===== src/rtl/usart_frame_tx.sv =====
// Buffered 8N1 UART transmitter: frame-start/data strobes feed a circular byte FIFO
// that drains onto Tx_Pin at CLK_FREQ/BAUD clocks per bit, back-to-back with no idle gap.
module usart_frame_tx #(
    parameter int unsigned CLK_FREQ   = 50000000,
    parameter int unsigned BAUD       = 115200,
    parameter int unsigned FIFO_DEPTH = 16,
    parameter logic [7:0]  HEADER     = 8'hA5
) (
    input  logic                          CLOCK_50M,
    input  logic                          RST_n,
    input  logic                          Frame_Start_Sig,
    input  logic                          Data_Send_Sig,
    input  logic [7:0]                    Data,
    output logic                          Tx_Pin,
    output logic                          Busy,
    output logic                          Overflow,
    output logic [$clog2(FIFO_DEPTH):0]   Fifo_Level
);

    localparam int unsigned BAUD_DIV = CLK_FREQ / BAUD;
    localparam int unsigned AW       = $clog2(FIFO_DEPTH);
    localparam int unsigned LW       = AW + 1;
    localparam int unsigned CW       = (BAUD_DIV > 1) ? $clog2(BAUD_DIV) : 1;

    localparam logic [CW-1:0] CNT_ZERO     = CW'(0);
    localparam logic [CW-1:0] CNT_ONE      = CW'(1);
    localparam logic [CW-1:0] CNT_LAST     = CW'(BAUD_DIV - 1);
    localparam logic [LW-1:0] LVL_EMPTY    = LW'(0);
    localparam logic [LW-1:0] LVL_FULL     = LW'(FIFO_DEPTH);
    localparam logic [LW-1:0] LVL_TWO_FREE = LW'(FIFO_DEPTH - 2);
    localparam logic [AW-1:0] PTR_ONE      = AW'(1);

    localparam logic [1:0] S_IDLE  = 2'd0;
    localparam logic [1:0] S_START = 2'd1;
    localparam logic [1:0] S_DATA  = 2'd2;
    localparam logic [1:0] S_STOP  = 2'd3;

    logic [7:0]    mem_q [FIFO_DEPTH];
    logic [7:0]    mem_d [FIFO_DEPTH];
    logic [AW-1:0] wptr_q, wptr_d, rptr_q, rptr_d, wptr_nx_s;
    logic [LW-1:0] lvl_q, lvl_d;
    logic          ovf_q, ovf_d;
    logic [1:0]    state_q, state_d;
    logic [CW-1:0] cnt_q, cnt_d;
    logic [2:0]    idx_q, idx_d;
    logic [7:0]    shift_q, shift_d;
    logic          tx_q, tx_d;
    logic          busy_q, busy_d;
    logic [1:0]    wr_n_s;
    logic          drop_s;
    logic          pop_s;

    assign wptr_nx_s = wptr_q + PTR_ONE;

    // Write side: free space is judged on the start-of-cycle level, so a same-cycle pop never frees room.
    always_comb begin
        mem_d  = mem_q;
        wr_n_s = 2'd0;
        drop_s = 1'b0;
        case ({Frame_Start_Sig, Data_Send_Sig})
            2'b11: begin
                if (lvl_q <= LVL_TWO_FREE) begin
                    mem_d[wptr_q]    = HEADER;
                    mem_d[wptr_nx_s] = Data;
                    wr_n_s           = 2'd2;
                end else if (lvl_q != LVL_FULL) begin
                    mem_d[wptr_q] = HEADER;
                    wr_n_s        = 2'd1;
                    drop_s        = 1'b1;
                end else begin
                    drop_s = 1'b1;
                end
            end
            2'b10: begin
                if (lvl_q != LVL_FULL) begin
                    mem_d[wptr_q] = HEADER;
                    wr_n_s        = 2'd1;
                end else begin
                    drop_s = 1'b1;
                end
            end
            2'b01: begin
                if (lvl_q != LVL_FULL) begin
                    mem_d[wptr_q] = Data;
                    wr_n_s        = 2'd1;
                end else begin
                    drop_s = 1'b1;
                end
            end
            default: begin
                wr_n_s = 2'd0;
            end
        endcase
        wptr_d = wptr_q + AW'(wr_n_s);
        ovf_d  = ovf_q | drop_s;
    end

    // Line FSM: STOP's last cycle pops straight into START so queued bytes leave contiguously.
    always_comb begin
        state_d = state_q;
        cnt_d   = cnt_q;
        idx_d   = idx_q;
        shift_d = shift_q;
        pop_s   = 1'b0;
        case (state_q)
            S_IDLE: begin
                cnt_d = CNT_ZERO;
                if (lvl_q != LVL_EMPTY) begin
                    pop_s   = 1'b1;
                    shift_d = mem_q[rptr_q];
                    state_d = S_START;
                end else begin
                    state_d = S_IDLE;
                end
            end
            S_START: begin
                if (cnt_q == CNT_LAST) begin
                    cnt_d   = CNT_ZERO;
                    idx_d   = 3'd0;
                    state_d = S_DATA;
                end else begin
                    cnt_d = cnt_q + CNT_ONE;
                end
            end
            S_DATA: begin
                if (cnt_q == CNT_LAST) begin
                    cnt_d = CNT_ZERO;
                    if (idx_q == 3'd7) begin
                        state_d = S_STOP;
                    end else begin
                        idx_d = idx_q + 3'd1;
                    end
                end else begin
                    cnt_d = cnt_q + CNT_ONE;
                end
            end
            S_STOP: begin
                if (cnt_q == CNT_LAST) begin
                    cnt_d = CNT_ZERO;
                    if (lvl_q != LVL_EMPTY) begin
                        pop_s   = 1'b1;
                        shift_d = mem_q[rptr_q];
                        state_d = S_START;
                    end else begin
                        state_d = S_IDLE;
                    end
                end else begin
                    cnt_d = cnt_q + CNT_ONE;
                end
            end
            default: begin
                cnt_d   = CNT_ZERO;
                state_d = S_IDLE;
            end
        endcase
        rptr_d = rptr_q + AW'(pop_s);
        lvl_d  = lvl_q + LW'(wr_n_s) - LW'(pop_s);
    end

    // Output decode from next-state values so the registered pin and Busy line up with the FSM.
    always_comb begin
        case (state_d)
            S_IDLE:  tx_d = 1'b1;
            S_START: tx_d = 1'b0;
            S_DATA:  tx_d = shift_d[idx_d];
            S_STOP:  tx_d = 1'b1;
            default: tx_d = 1'b1;
        endcase
        busy_d = (state_d != S_IDLE) || (lvl_d != LVL_EMPTY);
    end

    // State registers; reset drives the line idle-high and discards the queue.
    always_ff @(posedge CLOCK_50M or negedge RST_n) begin
        if (!RST_n) begin
            mem_q   <= '{default: 8'h00};
            wptr_q  <= {AW{1'b0}};
            rptr_q  <= {AW{1'b0}};
            lvl_q   <= LVL_EMPTY;
            ovf_q   <= 1'b0;
            state_q <= S_IDLE;
            cnt_q   <= CNT_ZERO;
            idx_q   <= 3'd0;
            shift_q <= 8'h00;
            tx_q    <= 1'b1;
            busy_q  <= 1'b0;
        end else begin
            mem_q   <= mem_d;
            wptr_q  <= wptr_d;
            rptr_q  <= rptr_d;
            lvl_q   <= lvl_d;
            ovf_q   <= ovf_d;
            state_q <= state_d;
            cnt_q   <= cnt_d;
            idx_q   <= idx_d;
            shift_q <= shift_d;
            tx_q    <= tx_d;
            busy_q  <= busy_d;
        end
    end

    assign Tx_Pin     = tx_q;
    assign Busy       = busy_q;
    assign Overflow   = ovf_q;
    assign Fifo_Level = lvl_q;

endmodule


===== config.mk =====
export PLATFORM = sky130hd
export DESIGN_NAME = usart_frame_tx
export DESIGN_NICKNAME = d
export VERILOG_FILES = /design/src/rtl/usart_frame_tx.sv
export SDC_FILE = /design/constraint.sdc
export NUM_CORES = 1
export LEC_CHECK = 0
export CORE_MARGIN = 1
export CORE_UTILIZATION = 35
export DETAILED_ROUTE_END_ITERATION = 12
export GPL_ROUTABILITY_DRIVEN = 0
export HOLD_SLACK_MARGIN = 0.12
export PLACE_DENSITY_LB_ADDON = 0.05
export SETUP_SLACK_MARGIN = 0.02
export SYNTH_ARGS = -nofsm -noshare
export SYNTH_HDL_FRONTEND = slang
export SYNTH_SLANG_ARGS = --single-unit

===== constraint.sdc =====
create_clock -name CLOCK_50M -period 5.6 [get_ports CLOCK_50M]
set_clock_uncertainty 0.05 [all_clocks]
set_input_delay 1.12 -clock CLOCK_50M [delete_from_list [all_inputs] [get_ports CLOCK_50M]]
set_output_delay 1.12 -clock CLOCK_50M [all_outputs]
set_load 0.01 [all_outputs]

Yosys cells after proc, flatten, opt, wreduce, memory -nomap -nowiden

Index checks and enable logic that the tools add are counted.

Register bits after elaboration: 166
Output and inout port bits: 8
Word-level logic and storage cells: 113

$add $sub $neg: 7
Magnitude comparators: 7
Equality and inequality tests: 13
Mux-type cells: 40
Bitwise operators: 7
Reductions and logical operators: 13

Operators with widths:

| kind                                                      | count |
|---|---|
| 2-to-1 mux 128 bit                                        | 3 |
| one-hot mux 128 bit (3 select lines)                      | 1 |
| bitwise mux 128 bit                                       | 2 |
| AND 64 bit                                                | 1 |
| demux 8 bit (select 4 bit)                                | 2 |
| inverter 64 bit                                           | 1 |
| OR 64 bit                                                 | 1 |
| 2-to-1 mux 8 bit                                          | 6 |
| binary-select mux 8 bit (select 4 bit)                    | 1 |
| one-hot mux 9 bit (2 select lines)                        | 1 |
| one-hot mux 8 bit (2 select lines)                        | 1 |
| greater-or-equal comparator 5 bit (second input constant) | 3 |
| inverter 4 -> 5 bit                                       | 3 |
| == test 2 bit (second input constant)                     | 6 |
| < comparator 5 x 1 -> 1 bit (second input constant)       | 2 |
| 2-to-1 mux 2 bit                                          | 5 |
| nonzero test 5 bit                                        | 2 |
| adder 9 x 1 -> 9 bit (second input constant)              | 1 |
| == test 9 bit (second input constant)                     | 1 |
| 2-to-1 mux 3 bit                                          | 3 |
| 2-to-1 mux 9 bit                                          | 1 |
| one-hot mux 2 bit (4 select lines)                        | 1 |
| 2-to-1 mux 1 bit                                          | 7 |
| == test 2 x 1 -> 1 bit (second input constant)            | 3 |
| other kinds (25)                                          | 29 |

Longest topological paths before layout

Word-level depth: 10
Mapped depth: 15
Depth with buffers taken out: 13

Worst setup path before layout

Ideal clock, no wire load.

Kind: input to register
Start: input Frame_Start_Sig
End: register busy_q (netlist: Busy)
Library setup time: 0.129 ns
Data arrival time: 3.342 ns
Required time: 5.421 ns
Setup slack: 2.079 ns
Stages on the path: 13
Path buffers: 1
Path through: inv_1 > ha_1 > clkbuf_1 > a21oi_1 > nor3_1 > xor2_1 > ha_1 > fa_1 > a21oi_1 > o21bai_1 > xor2_1 > nor2_1 > nand3_1

Word-level cells in the longest chain between the ends: 7
Elaborated cells between the ends (all ways): 9
Those cells by class: add/sub: 2; eq/ne: 3; mux: 1; reduce/logical: 3

Ends and longest elaborated chain:

| what                                                           | line | text |
|---|---|---|
| from (decl)                                                    | 11   | `input logic Frame_Start_Sig,` |
| == test 2 x 1 -> 1 bit / == test 2 bit (equally long branches) | 60   | `case ({Frame_Start_Sig, Data_Send_Sig})` |
| OR reduction 2 bit (no source line)                            | -    |  |
| one-hot mux 2 bit (2 select lines) (*)                         | 60   |  |
| adder 5 x 2 -> 5 bit (*)                                       | 157  | `lvl_d = lvl_q + LW'(wr_n_s) - LW'(pop_s);` |
| subtractor 5 x 1 -> 5 bit (*)                                  | 157  |  |
| named net lvl_d[4]                                             | 41   | `logic [LW-1:0] lvl_q, lvl_d;` |
| nonzero test 5 bit (*)                                         | 169  | `busy_d = (state_d != S_IDLE) \|\| (lvl_d != LVL_EMPTY);` |
| logical OR 1 bit (*)                                           | 169  |  |
| named net busy_d                                               | 48   | `logic busy_q, busy_d;` |
| to (signal assigned)                                           | 197  | `busy_q <= busy_d;` |
| to (decl)                                                      | 48   |  |

Mark *: on every way through the listed nets, which the timed path passes. The rest lies on a longest branch.
A chain may end at the register's enable or synchronous reset.

Worst setup path in the final report

Ends and elaborated chain as after synthesis.

==> key figures <==
Run
  – Max-cap violations: 0

Clocking
  – CTS H-tree lvls: 4
  – Clock latency at the later pin of the worst-skew pair: 0.47 ns
  – PostCTS Resize Cnt: 0
  – Hold_buf cts: 0
  – TritonCTS Buffers: 17
  – CTS tree: yes
  – CTS clock-pin slew for the worst setup and hold paths: 0.08 ns
  – CTS root buffer: clkbuf_16
  – Setup bufs post-CTS: 0
  – Max Buffers Root-to-Sink: 2
  – Clk sinks: 166

Worst setup path
  – CP max FO: 42
  – Critical path class: primary input to flop
  – CP arrival: 4.23 ns
  – Crit path capture type: flop
  – Worst r2r src: wptr_q[2]
  – CP startpoint kind: primary input
  – Critical Path RT: 5.90 ns
  – R2r setup slk: 1.96 ns
  – Crit path from: Frame_Start_Sig

Place
  – Dpl cells: 2128
  – PortBufs: 19
  – Placed cell area: 0.0144 mm2
  – DP HPWL: 36.2 mm

Global route
  – First-pass GRT wire length: 83.8 mm
  – Largest net degree at the start of global routing: 100
  – Vias in the first global route: 13050
  – Initial antenna violation count: 0
  – Total Routing Usage GR: 28.1%
  – Gr ovfl total: 0

STA
  – Final critical-path share of the clock period: 70.2%
  – Setup violators final: 0
  – Max Clock Freq: 0.254 GHz
  – Worst slew margin: 22.8%
  – Setup_tns: 0 ns
  – Slew Limit Fails: 0
  – Count of final hold-check violations: 0
  – RSZ-0062 raised after global routing: no
  – Final min period: 3.93 ns
  – Worst slew pin tran: 1.15 ns

Floorplan
  – Die width: 199 um
  – Core Footprint: 0.0380 mm2
  – Effective utilization at floorplan: 35.8%
  – Die outline height: 199 um
  – IO Count: 20
  – Row count: 71
  – Die area: 0.0397 mm2

Synthesis
  – Yosys warning count: 0
  – Post-synthesis mux area share: 11.7%
  – Commonest cells in the netlist: a21oi_1 (198), o21ai_0 (178), dfrtp_1 (165)
  – Post-Synth Simple-Gate Area: 12.0%
  – Synth Area in Compound Gates: 35.3%
  – Nets in the synthesized netlist: 1736
  – Xor-xnor portion of the synthesized cell area: 1.03%
  – Avg Cell Area, Syn: 8.03 um2
  – Synthesized area: 0.0136 mm2
  – Yosys cell types: 75
  – Leading area contributor after synthesis: dfrtp_1
  – Largest cells by area after synthesis: dfrtp_1 (30%), a21oi_1 (7.3%), mux2i_1 (6.8%)
  – Largest family of logic cells by synthesized area: compound AO/OA/AOI/OAI gates
  – Synth Instances: 1697
  – Synth top area share: 30.3%
  – Main synth FF type: dfrtp_1
  – Post-synthesis adder-cell area fraction: 2.59%
  – FFs w/ async S/R, synth: 100%
  – Top-count cell post-synth: a21oi_1
  – Number of synthesized flops with an enable pin: 0
  – #FFs+latches synth: 166
  – Register area share after synthesis: 30.5%

Power and ir drop
  – VDD IR-drop max: 254 uV
  – PD cells: 509 mW/mm2
  – Overall power consumption: 7.63 mW
  – LEAKAGE: 6.05 nW

Final layout
  – P&R area growth vs syn: 9.92%
  – Non-Filler Instances: 2160
  – Final Instance Area: 0.0150 mm2
  – FILL cells: 3944
  – Antenna Cells: 0
  – Layout cells sized above 1: 9.40%
  – Nets: 1675

Route
  – Number of remaining DRC errors: 0
  – Drt total wl: 54.7 mm
  – DR vias: 13737
  – Pre-Repair DR Iteration Count: 5
  – Final ANT Viol Nets: 0
  – Initial drt markers: 1299
  – WL/cell: 25.3 um
  – DR vias/cell: 6.36

Status
  – Outcome: finished clean

Worst hold path
  – Hold Path Class: flop to flop
  – Hold_sp: shift_q[0]
## worst max-delay path: stages
cell             delay [ns]
clkdlybuf4s50_1        0.56
inv_1                  0.12
ha_4                   0.59
a21oi_1                0.08
nor3_1                 0.36
xor2_1                 0.12
ha_1                   0.23
fa_1                   0.46
a21oi_1                0.17
o21bai_1               0.08
xor2_1                 0.16
nor2_1                 0.11
nand3_1                0.08
## per-stage QoR
stage	util [%]	setup WS, ns	hold slack (ns)
6_report	39.4	1.67	0.433
3_5_place_dp	37.8	1.17	0.404
3_3_place_gp	37.8	1.24	0.398
2_1_floorplan	-	2.08	0.383
4_1_cts	39.4	1.67	0.424
5_1_grt	39.4	1.45	0.464
## flip-flops by register name, indices dropped and copies added (netlist names)
register    count
mem_q         128
cnt_q           9
shift_q         8
Fifo_Level      5
rptr_q          4
wptr_q          4
idx_q           3
state_q         2
Busy            1
Overflow        1
Tx_Pin          1
## cells in the final DEF, fill, tap and decap left out, types with 5 or more instances in the layout
master	instances
a21o_1	5
a21oi_1	197
a221oi_1	24
a22o_1	18
a22oi_1	68
a31oi_1	32
a32o_1	10
and2_1	8
buf_4	59
clkbuf_16	17
clkdlybuf4s50_1	18
dfrtp_1	164
ha_1	22
inv_1	76
inv_8	7
mux2_2	5
mux2i_1	93
mux4_2	27
nand2_1	125
nand2b_1	9
nand3_1	23
nor2_1	129
nor2b_1	18
nor3_1	9
o211ai_1	38
o21a_1	6
o21ai_0	178
o221ai_1	12
o22ai_1	124
o2bb2ai_1	13
o32a_1	6
o32ai_1	5
or3_1	5
xnor2_1	8
xor2_1	8
## worst paths after layout
path / to / cells past startpoint
min in group asynchronous: cnt_q[8] / 1
max in group asynchronous: mem_q[53] / 2
min reg2reg: shift_q[0] / 2
max reg2reg: mem_q[77] / 7
min: shift_q[0] / 2
max: Busy / 13
## final cells by class
type | instances | area, um2 | share of cell area, %
clock buffers | 17 | 425 | 2.84
clock inverters | 15 | 179 | 1.19
inverters | 79 | 297 | 1.98
multi-input cells | 1293 | 8620 | 57.6
flip-flops and latches | 166 | 4160 | 27.8
well taps | 511 | 639 | 4.27
repair buffers | 79 | 657 | 4.39
## power breakdown
part	switching, mW	internal [mW]
clock network	0.651	0.609
logic	2.36	1.59
registers	0.755	1.66
total	3.77	3.85
## metal layers
metal,part of all wire [%],up-vias,global-route usage (%)
met5,0,-,0
met4,2.9,0,9.54
met3,5.4,76,4.05
met2,46,489,44.4
met1,46,6879,39.1
li1,-,6293,-
## kinds of logic after synthesis
group	count (synthesis)
buf+inv	238
fa+ha+maj	27
compound gates	768
mux	125
simple gates	357
xor+xnor	16
flops	166
Note: power is estimated with default switching activity, not from simulation.
